[src/rtl/series_ctrl_pkg.sv]
// rtl/series_ctrl_pkg.sv - shared types and constants for the series-evaluation controller
package series_ctrl_pkg;

    localparam int NIB_W = 4;
    localparam int X_W   = 8;
    localparam int VAL_W = 16;

    localparam logic [VAL_W-1:0] T_ONE = 16'h0100;

    typedef enum logic [3:0] {
        S_IDLE,
        S_LOAD_N,
        S_LOAD_XH,
        S_LOAD_XL,
        S_INIT,
        S_CHECK,
        S_ACC,
        S_MUL,
        S_DONE
    } state_e;

endpackage

[src/rtl/series_ctrl.sv]
// rtl/series_ctrl.sv - control FSM driving the geometric-series datapath and holding its result
module series_ctrl
    import series_ctrl_pkg::*;
(
    input  logic             clk,
    input  logic             rst,
    input  logic             start,
    input  logic             in_valid,
    output logic             in_ready,
    input  logic             nEqual,
    input  logic [VAL_W-1:0] adderOut,
    output logic             nRegEn,
    output logic             xRegEn,
    output logic             init_t,
    output logic             init_r,
    output logic             initCount,
    output logic             ld_r,
    output logic             ld_t,
    output logic             enCount,
    output logic             busy,
    output logic             done,
    output logic [VAL_W-1:0] result
);

    state_e             state_q, state_d;
    logic [VAL_W-1:0]   result_q, result_d;

    always_ff @(posedge clk) begin
        if (rst) begin
            state_q  <= S_IDLE;
            result_q <= '0;
        end else begin
            state_q  <= state_d;
            result_q <= result_d;
        end
    end

    always_comb begin
        state_d  = state_q;
        result_d = result_q;
        case (state_q)
            S_IDLE:    if (start)    state_d = S_LOAD_N;
            S_LOAD_N:  if (in_valid) state_d = S_LOAD_XH;
            S_LOAD_XH: if (in_valid) state_d = S_LOAD_XL;
            S_LOAD_XL: if (in_valid) state_d = S_INIT;
            S_INIT:                  state_d = S_CHECK;
            // T+R at this point already includes the current term, so it is the final sum
            S_CHECK: begin
                if (nEqual) begin
                    result_d = adderOut;
                    state_d  = S_DONE;
                end else begin
                    state_d  = S_ACC;
                end
            end
            S_ACC:                   state_d = S_MUL;
            S_MUL:                   state_d = S_CHECK;
            S_DONE:                  state_d = S_IDLE;
            default:                 state_d = S_IDLE;
        endcase
    end

    always_comb begin
        in_ready  = 1'b0;
        nRegEn    = 1'b0;
        xRegEn    = 1'b0;
        init_t    = 1'b0;
        init_r    = 1'b0;
        initCount = 1'b0;
        ld_r      = 1'b0;
        ld_t      = 1'b0;
        enCount   = 1'b0;
        done      = 1'b0;
        busy      = (state_q != S_IDLE) && (state_q != S_DONE);
        case (state_q)
            S_LOAD_N: begin
                in_ready = 1'b1;
                nRegEn   = in_valid;
            end
            S_LOAD_XH, S_LOAD_XL: begin
                in_ready = 1'b1;
                xRegEn   = in_valid;
            end
            S_INIT: begin
                init_t    = 1'b1;
                init_r    = 1'b1;
                initCount = 1'b1;
            end
            S_ACC:  ld_r = 1'b1;
            S_MUL: begin
                ld_t    = 1'b1;
                enCount = 1'b1;
            end
            S_DONE: done = 1'b1;
            default: ;
        endcase
    end

    assign result = result_q;

endmodule
[config.mk]
export PLATFORM = sky130hd
export DESIGN_NAME = series_ctrl
export DESIGN_NICKNAME = d
export VERILOG_FILES = /design/src/rtl/series_ctrl_pkg.sv /design/src/rtl/series_ctrl.sv
export SDC_FILE = /design/constraint.sdc
export NUM_CORES = 1
export LEC_CHECK = 0
export ABC_AREA = 1
export ABC_CLOCK_PERIOD_IN_PS = 1100
export BUFFER_PORTS_ARGS = -buffer_cell sky130_fd_sc_hd__buf_2
export CAP_MARGIN = 10
export CORE_ASPECT_RATIO = 0.9
export CORE_MARGIN = 4
export CORE_UTILIZATION = 39
export DETAILED_ROUTE_END_ITERATION = 12
export GPL_TIMING_DRIVEN = 0
export PLACE_DENSITY_LB_ADDON = 0.05
export SYNTH_ARGS = -nofsm -noshare
export SYNTH_HDL_FRONTEND = slang
export SYNTH_SLANG_ARGS = --single-unit
[constraint.sdc]
create_clock -name clk -period 1.1 [get_ports clk]
set_input_delay 0.11 -clock clk [delete_from_list [all_inputs] [get_ports clk]]
set_output_delay 0.11 -clock clk [all_outputs]
set_load 0.01 [all_outputs]
==> run summary, run 1 <==
sky130_fd_sc_hd__dfxtp_1 takes more of the synthesized area than any other cell. Clock latency on the worst-skew pair, taken at its later pin, is 0.29 ns. The wire length on met1 is around 1.1 mm.

The floorplan step set the die height to 53.9 um. The cell with the most instances after synthesis is sky130_fd_sc_hd__nand2_1. The initial antenna violation count came to 0.

The cell repeated most along the worst path is sky130_fd_sc_hd__buf_6. Among all flip-flop cells after synthesis, the most frequent one is sky130_fd_sc_hd__dfxtp_1. By startpoint and endpoint, the worst setup path is classified as flip-flop to output pin. The count of standard-cell rows is 16. The final setup violation count is 31.

The largest vdd supply drop came out at 0.791 mV. When the netlist entered floorplanning its net count stood at about 140. The count of clock tree sinks is 20.

TritonCTS built the clock tree. The initial core utilization came out at approximately two fifths. The all-layer global routing usage came out at 16.2%.

The largest buffer count on any clock path is 2. Summing all flip-flop and latch instances after layout gives around 420 um^2. The DRC violation total after the first TritonRoute iteration came out at 43. The total via count after detailed routing is between 1000 and 1500. The pin count of the biggest net entering global routing came out at 12. The total core area came out at between 2000 and 2500 um^2.

The remaining antenna violation count after routing came out at 0. After routing the design area is 1500 um^2. The largest incremental delay on the critical path came out at 0.39 ns. The worst-case setup margin in the final layout is -0.236 ns.

The total placed instance area is 1180 um^2. The transition at the pin with the smallest max-transition slack came out at 0.465 ns. The worst path in the final design needs a cycle of 1.34 ns, including I/O delays and setup. The final layout net count is between 200 and 250. The final worst clock skew is 0.00693 ns. The total power divided by cell area came out at 1160 nW/um^2. In the routed layout, each cell is associated on average with a via count of 4.90. Hold repair after CTS inserted 0 buffers. After detailed routing, the average wire length per cell comes to about 12 um. In this run the clock root is driven by a sky130_fd_sc_hd__clkbuf_4. The final number of max-transition violations is 0. Port buffering added 45 buffers. The required time at the endpoint of the critical path is between 0.9 and 1 ns.

The kind of cell with the highest combined delay along the critical path is flip-flops. The count of placed standard cells including taps is 194. The cell area that synthesis handed to floorplanning was 913 um^2. The maximum level of the CTS H-tree is 1. Timing would allow up to 0.749 GHz. The first global-routing pass estimated 3.93 mm of wire. The final count of hold timing violations is 0. Setup repair after global routing could not meet its margin everywhere.

Buffers inserted during clock tree synthesis total 3. The run finished, with violations left. STA classifies the critical path endpoint as an output pin. The number of different library cells in the post-synthesis netlist came out at 18. In this run the worst hold path is classified as input port to flip-flop. Headroom to the max-slew limit came out at 69.0%. The antenna diode count is 0. Synthesis handed over a netlist of 122 instances. The routed wire length is 2.61 mm.

The number of buffer and inverter instances along the worst setup path came out at 4. The first-pass iteration count of the detailed router is 4. The die covers 3180 um^2. The max capacitance violation total came out at 0.

The highest net fanout along the worst path is 4. The detailed router used layers up to and including met4. The number of top-level design ports is between 40 and 50. The footprint of the multi-input gates came out at 520 um^2. The wire length on met2 came out at 1.32 mm. The warning count from the yosys run came out at 0. By count the netlist is led by sky130_fd_sc_hd__nand2_1, sky130_fd_sc_hd__dfxtp_1, sky130_fd_sc_hd__a21oi_1, sky130_fd_sc_hd__nand3_1, sky130_fd_sc_hd__nor2_1. The global placement routability congestion is 0.761. Once layout is complete, the cells apart from fillers number 212.

Yosys mapped a number of flops with a built-in enable equal to 0. The post-detailed-placement half-perimeter wirelength came out at between 1.5 and 2 mm. The kind of launch point of the worst setup path is a flip-flop. The cell leakage power is 0.724 nW.

The count of unresolved DRC violations after routing is 0. Clock-pin slew was measured on the worst setup and hold paths at about 0.11 ns. By area the synthesized netlist is led by sky130_fd_sc_hd__dfxtp_1, sky130_fd_sc_hd__nand2_1, sky130_fd_sc_hd__a21oi_1, sky130_fd_sc_hd__nand3_1, sky130_fd_sc_hd__nor2_1. The signal arrival time at the worst endpoint came out at 1.23 ns. The total of fill cells in the finished design is 202. Summed over all layers, the global routing overflow is 0. The final reports fail on setup timing.

The post-synthesis async set-or-reset flop share is 0%. Wire segments on met3 add up to 197 um in the final route. The share of cells above drive strength 1 is roughly 50%. The via count of the first global-routing pass is 901. Walking the worst path, the cells encountered are inv_6, buf_6, nor3_4, buf_4, buf_6. After synthesis the netlist holds a flip-flop and latch count of 20. The final cycle utilization of the critical path came out at 121%. The layout-stage area growth over the synthesis result came out at 64.7%. The synthesized area per cell is 7.49 um^2. The library cell contributing the largest single delay on the critical path is sky130_fd_sc_hd__dfxtp_4. The area share of the largest cell type after synthesis came out at ~44%. The x dimension of the die came out at 59.0 um. The sequential area share after synthesis came out at around 44%.
## through the flow
| step | hold slack, ns | worst slack (ns) | setup TNS, ns | utilization [%] | total power (W) |
|---|---|---|---|---|---|
| floorplan | 0.258 | -0.00385 | -0.0347 | - | 0.00101 |
| global placement | 0.378 | -0.144 | -1.68 | 53.7 | 0.00111 |
| detailed placement | 0.386 | -0.153 | -1.81 | 53.7 | 0.00111 |
| CTS | 0.0453 | -0.248 | -4.12 | 63.4 | 0.00169 |
| global route | 0.0439 | -0.317 | -6.88 | 68.3 | 0.00185 |
| finish | 0.0615 | -0.236 | -4.52 | 68.3 | 0.00175 |
## registers in the layout, summed over array words and instances (netlist names)
name and cells:
state_q 4, result 16
## cells by family (layout without fill, tap and decap cells)
| logic type | Yosys count | in the layout | share of synthesized area (%) |
|---|---|---|---|
| AO/OA/AOI/OAI | 19 | 19 | 10.4 |
| buffers and inverters | 16 | 79 | 9.86 |
| flip-flops | 20 | 20 | 43.8 |
| AND/OR/NAND/NOR | 67 | 67 | 35.9 |
## path summary, 6_finish.rpt
path / from / depth (start not counted) / slack, ns / endpoint
worst min register to register: result[8]$_SDFFE_PP0P_ / 2 / 0.46 / result[8]$_SDFFE_PP0P_
worst max-delay path: state_q[1]$_SDFFE_PP0P_ / 5 / -0.24 / ld_t
worst max register to register: state_q[1]$_SDFFE_PP0P_ / 8 / -0.17 / result[9]$_SDFFE_PP0P_
worst min-delay path: adderOut[2] / 3 / 0.06 / result[2]$_SDFFE_PP0P_
## where the power goes
part / switching (W) / internal, W / total (W) / leakage, nW
combinational: 0.000311 / 0.000255 / 0.000567 / 0.539
clock: 0.000209 / 0.000202 / 0.000411 / 0.0210
sequential: 0.0000241 / 0.000746 / 0.000770 / 0.164
## cells in the final DEF, fill, tap and decap left out
cell type,Yosys,final
sky130_fd_sc_hd__o21ai_1,0,1
sky130_fd_sc_hd__inv_6,0,1
sky130_fd_sc_hd__clkbuf_4,0,3
sky130_fd_sc_hd__a21oi_1,18,18
sky130_fd_sc_hd__nand3_1,18,18
sky130_fd_sc_hd__dfxtp_1,20,16
sky130_fd_sc_hd__nor2_2,0,2
sky130_fd_sc_hd__buf_4,4,9
sky130_fd_sc_hd__clkbuf_1,3,3
sky130_fd_sc_hd__nand2_4,2,2
sky130_fd_sc_hd__nand2_8,0,2
sky130_fd_sc_hd__dfxtp_4,0,4
sky130_fd_sc_hd__nor3_2,0,2
sky130_fd_sc_hd__clkbuf_8,0,1
sky130_fd_sc_hd__nand2_2,1,2
sky130_fd_sc_hd__nor3_1,6,2
sky130_fd_sc_hd__inv_1,6,3
sky130_fd_sc_hd__nor2_4,0,3
sky130_fd_sc_hd__nand2_1,25,22
sky130_fd_sc_hd__inv_2,1,1
sky130_fd_sc_hd__buf_2,0,41
sky130_fd_sc_hd__buf_12,0,1
sky130_fd_sc_hd__buf_6,2,14
sky130_fd_sc_hd__or2_4,0,1
sky130_fd_sc_hd__inv_4,0,2
sky130_fd_sc_hd__nor2_8,1,1
sky130_fd_sc_hd__nand3_2,1,1
sky130_fd_sc_hd__nor3_4,0,2
sky130_fd_sc_hd__nand3b_1,1,1
sky130_fd_sc_hd__nor2_1,11,6
## layout make-up
| cell class | instances | share of cell area [%] |
|---|---|---|
| Multi-Input combinational cell | 86 | 34.6 |
| Inverter | 7 | 2.41 |
| Timing Repair Buffer | 59 | 26.0 |
| Sequential cell | 20 | 27.6 |
| Buffer | 9 | 4.74 |
| Tap cell | 27 | 2.25 |
| Clock buffer | 4 | 2.41 |
## worst reg2reg max path: cells and delay by family, from the launching register on
family | cells | cell delay, ns
AOI/OAI and AO/OA | 1 | 0.06
buffers and inverters | 3 | 0.37
and+or+nand+nor | 4 | 0.35
DFF | 1 | 0.38
## timing repair
item / CTS / global route
pin swaps: 2 / 4
resized for setup: 28 / 19
gates cloned: 1 / 0
setup endpoints to repair: 31 / 31
setup buffers: 10 / 3
## layer usage
metal  up-vias  global-route usage (%)
met5         -                       0
met4         0                    3.40
met3         2                    3.60
met2        48                    29.6
met1       465                    19.5
li1        523                       -
(Power assumes the default switching activity.)
==> run 2: changes to the inputs <==
--- a/config.mk
+++ b/config.mk
@@ -11,7 +11,8 @@
 export CAP_MARGIN = 10
 export CORE_ASPECT_RATIO = 0.9
 export CORE_MARGIN = 4
-export CORE_UTILIZATION = 39
+export CORE_UTILIZATION = 41
+export CTS_BUF_LIST = sky130_fd_sc_hd__clkbuf_4
 export DETAILED_ROUTE_END_ITERATION = 12
 export GPL_TIMING_DRIVEN = 0
 export PLACE_DENSITY_LB_ADDON = 0.05
==> run 2 against run 1 <==
Effect of this change:
- die area fell by 4.2%
- clock power shrank 12%
- the flow still finishes with violations (setup timing)
- utilization increased by 13 points
- critical endpoint unchanged
- cell count shrank 1.9%
==> run summary, run 2 (synthesized netlist as in run 1, its figures left out) <==
The count of standard-cell rows came out at 15. The total via count after detailed routing is 1053. In this run the deepest clock path goes through 2 buffers. Of the cells placed in the final design, the portion with a size suffix greater than 1 is 68.3%. VDD sags by at most about 0.85 mV.

The first-pass GRT wire length is 4.19 mm. The signal arrival time at the worst endpoint came out at 1.24 ns. The clock-pin slew on the worst setup and hold paths came out at 0.11 ns. Summed over all nets, the half-perimeter wirelength after detailed placement is between 1.5 and 2 mm.

Entering global routing, the biggest net connects 12 pins. The first-pass iteration count of the detailed router came out at 4. The flip-flop count of the largest register after layout came out at 16. In this run the most critical hold path is launched from adderOut[2]. The core occupancy in the finished layout is 81.2%. The height of the chip is 52.8 um. Hold is met by 0.0614 ns. The layout-stage area growth over the synthesis result is 78.6%. The core region is 2010 um^2.

The x dimension of the die came out at 57.8 um. Data on the critical path is required at its endpoint by 0.99 ns. The maximum level of the CTS H-tree came out at 1. The routed design has 2.89 mm of wire. The max capacitance violation total came out at 0. The via count of the first global-routing pass came to 988. The final number of max-transition violations came to 0.

The worst setup path is captured at an output pin. The count of clock tree sinks came out at 20. Across all register-to-register paths, the minimum setup slack is -0.20 ns. The initial utilization of the core area, before any placement, comes to between 40% and 50%. The root cell of the clock tree is sky130_fd_sc_hd__clkbuf_4.

Dividing the detail-routed wire length by the instance count gives 13.9 um. The antenna diode count came out at 0. The critical path starts at state_q[1]$_SDFFE_PP0P_. The leading cell type in the layout, fill and taps excluded is sky130_fd_sc_hd__buf_2.

Buffers inserted during clock tree synthesis total 3. The total power divided by cell area is between 1000 and 1500 nW/um^2. The post-layout minimum cycle time came out at ~1.3 ns.

The final setup violation count came out at 31. The number of vias per cell after detailed routing came out at 5.06. The all-layer global routing usage came out at 17.7%.

The checks that failed: setup timing. The die area came out at 3050 um^2. The completed layout was analyzed and its total power is 0.00173 W. The total of buffers placed on input and output ports came out at 45. TritonCTS built the clock tree.

At the later pin of the worst-skew pair, clock insertion delay measures roughly 0.3 ns. Headroom to the max-slew limit came out at 52.2%. The number of top-level design ports is 48. The final layout net count is 205.

The run finished, with violations left. The worst setup path category is flip-flop to output pin. Setup repair after global routing could not meet its margin everywhere. The startpoint identified for the worst register-to-register timing path is state_q[0]$_SDFFE_PP0P_. The transition at the pin with the smallest max-transition slack came out at approximately 0.72 ns. The global placement routability congestion came out at 0.851.

The worst-case setup margin in the final layout came out at -0.250 ns. The remaining antenna violation count after routing is 0. The count of unresolved DRC violations after routing came out at 0. The global-route congestion overflow total came out at 0. The total of fill cells in the finished design is roughly 140. The cell leakage power is between 0.7 and 0.8 nW. The tightest min-delay check is of the input port to flip-flop type. The detailed router finished its first iteration with 19 violations. Along the worst path, the maximum fanout reaches 4. The kind of launch point of the worst setup path is a flip-flop. Leaving out fill and tap cells, the most frequent cells in the layout are sky130_fd_sc_hd__buf_2, sky130_fd_sc_hd__nand3_1, sky130_fd_sc_hd__a21oi_2, sky130_fd_sc_hd__dfxtp_1, sky130_fd_sc_hd__nand2_4. The final cycle utilization of the critical path is 123%.

The initial antenna violation count came out at 0. The maximum frequency from static timing analysis came out at about 0.74 GHz. The final count of hold timing violations is 0. Across the routed clock network, the largest skew measured is 0.00190 ns.
## run 2: area by class of cell
type	count	area [um^2]	share of cell area [%]
inverter	7	36.3	2.22
clock inverter	1	3.75	0.230
buffer	9	75.1	4.60
sequential	20	415	25.5
timing repair buffer	57	368	22.5
tap	25	31.3	1.92
clock buffer	3	22.5	1.38
multi-input combinational	86	679	41.6
## run 2: where the power goes
group	internal (W)	switching, W
registers	0.000746	0.0000236
clock network	0.000132	0.000230
logic	0.000278	0.000324
## run 2: path summary, 6_finish.rpt
path              depth (start not counted)                 endpoint
setup / recovery                          5                     ld_t
hold / removal                            3   result[2]$_SDFFE_PP0P_
setup reg to reg                          7   result[8]$_SDFFE_PP0P_
hold reg to reg                           2  result[15]$_SDFFE_PP0P_
## run 2: critical path, stage by stage, from the launching register on
cell and delay (ns):
sky130_fd_sc_hd__dfxtp_4 0.38, sky130_fd_sc_hd__inv_6 0.04, sky130_fd_sc_hd__buf_8 0.13, sky130_fd_sc_hd__nor3_4 0.16, sky130_fd_sc_hd__buf_4 0.13, sky130_fd_sc_hd__buf_6 0.09
## run 2: metrics by stage
| step | TNS, ns | std cells | area [um^2] | setup WS (ns) |
|---|---|---|---|---|
| 2_1_floorplan | -0.0347 | 122 | 923 | -0.00385 |
| 3_3_place_gp | -1.61 | 192 | 1180 | -0.138 |
| 3_5_place_dp | -2.10 | 192 | 1180 | -0.167 |
| 4_1_cts | -4.18 | 207 | 1380 | -0.250 |
| 5_1_grt | -7.25 | 208 | 1630 | -0.333 |
| 6_report | -5.41 | 208 | 1630 | -0.250 |
## run 2: repair_timing
action,in CTS,in global routing
resized for setup,25,64
endpoints found under the setup margin,31,31
hold buffers,0,0
cloned,1,0
setup buffers,10,1
pin swaps,6,7
## run 2: metal layers
metal | GRT usage [%] | part of all wire (%) | routed length (um)
met4 | 3.09 | 2.2 | 64
met2 | 32.5 | 51 | 1490
met5 | 0 | 0 | 0
met3 | 5.91 | 7.5 | 217
met1 | 20.1 | 39 | 1120
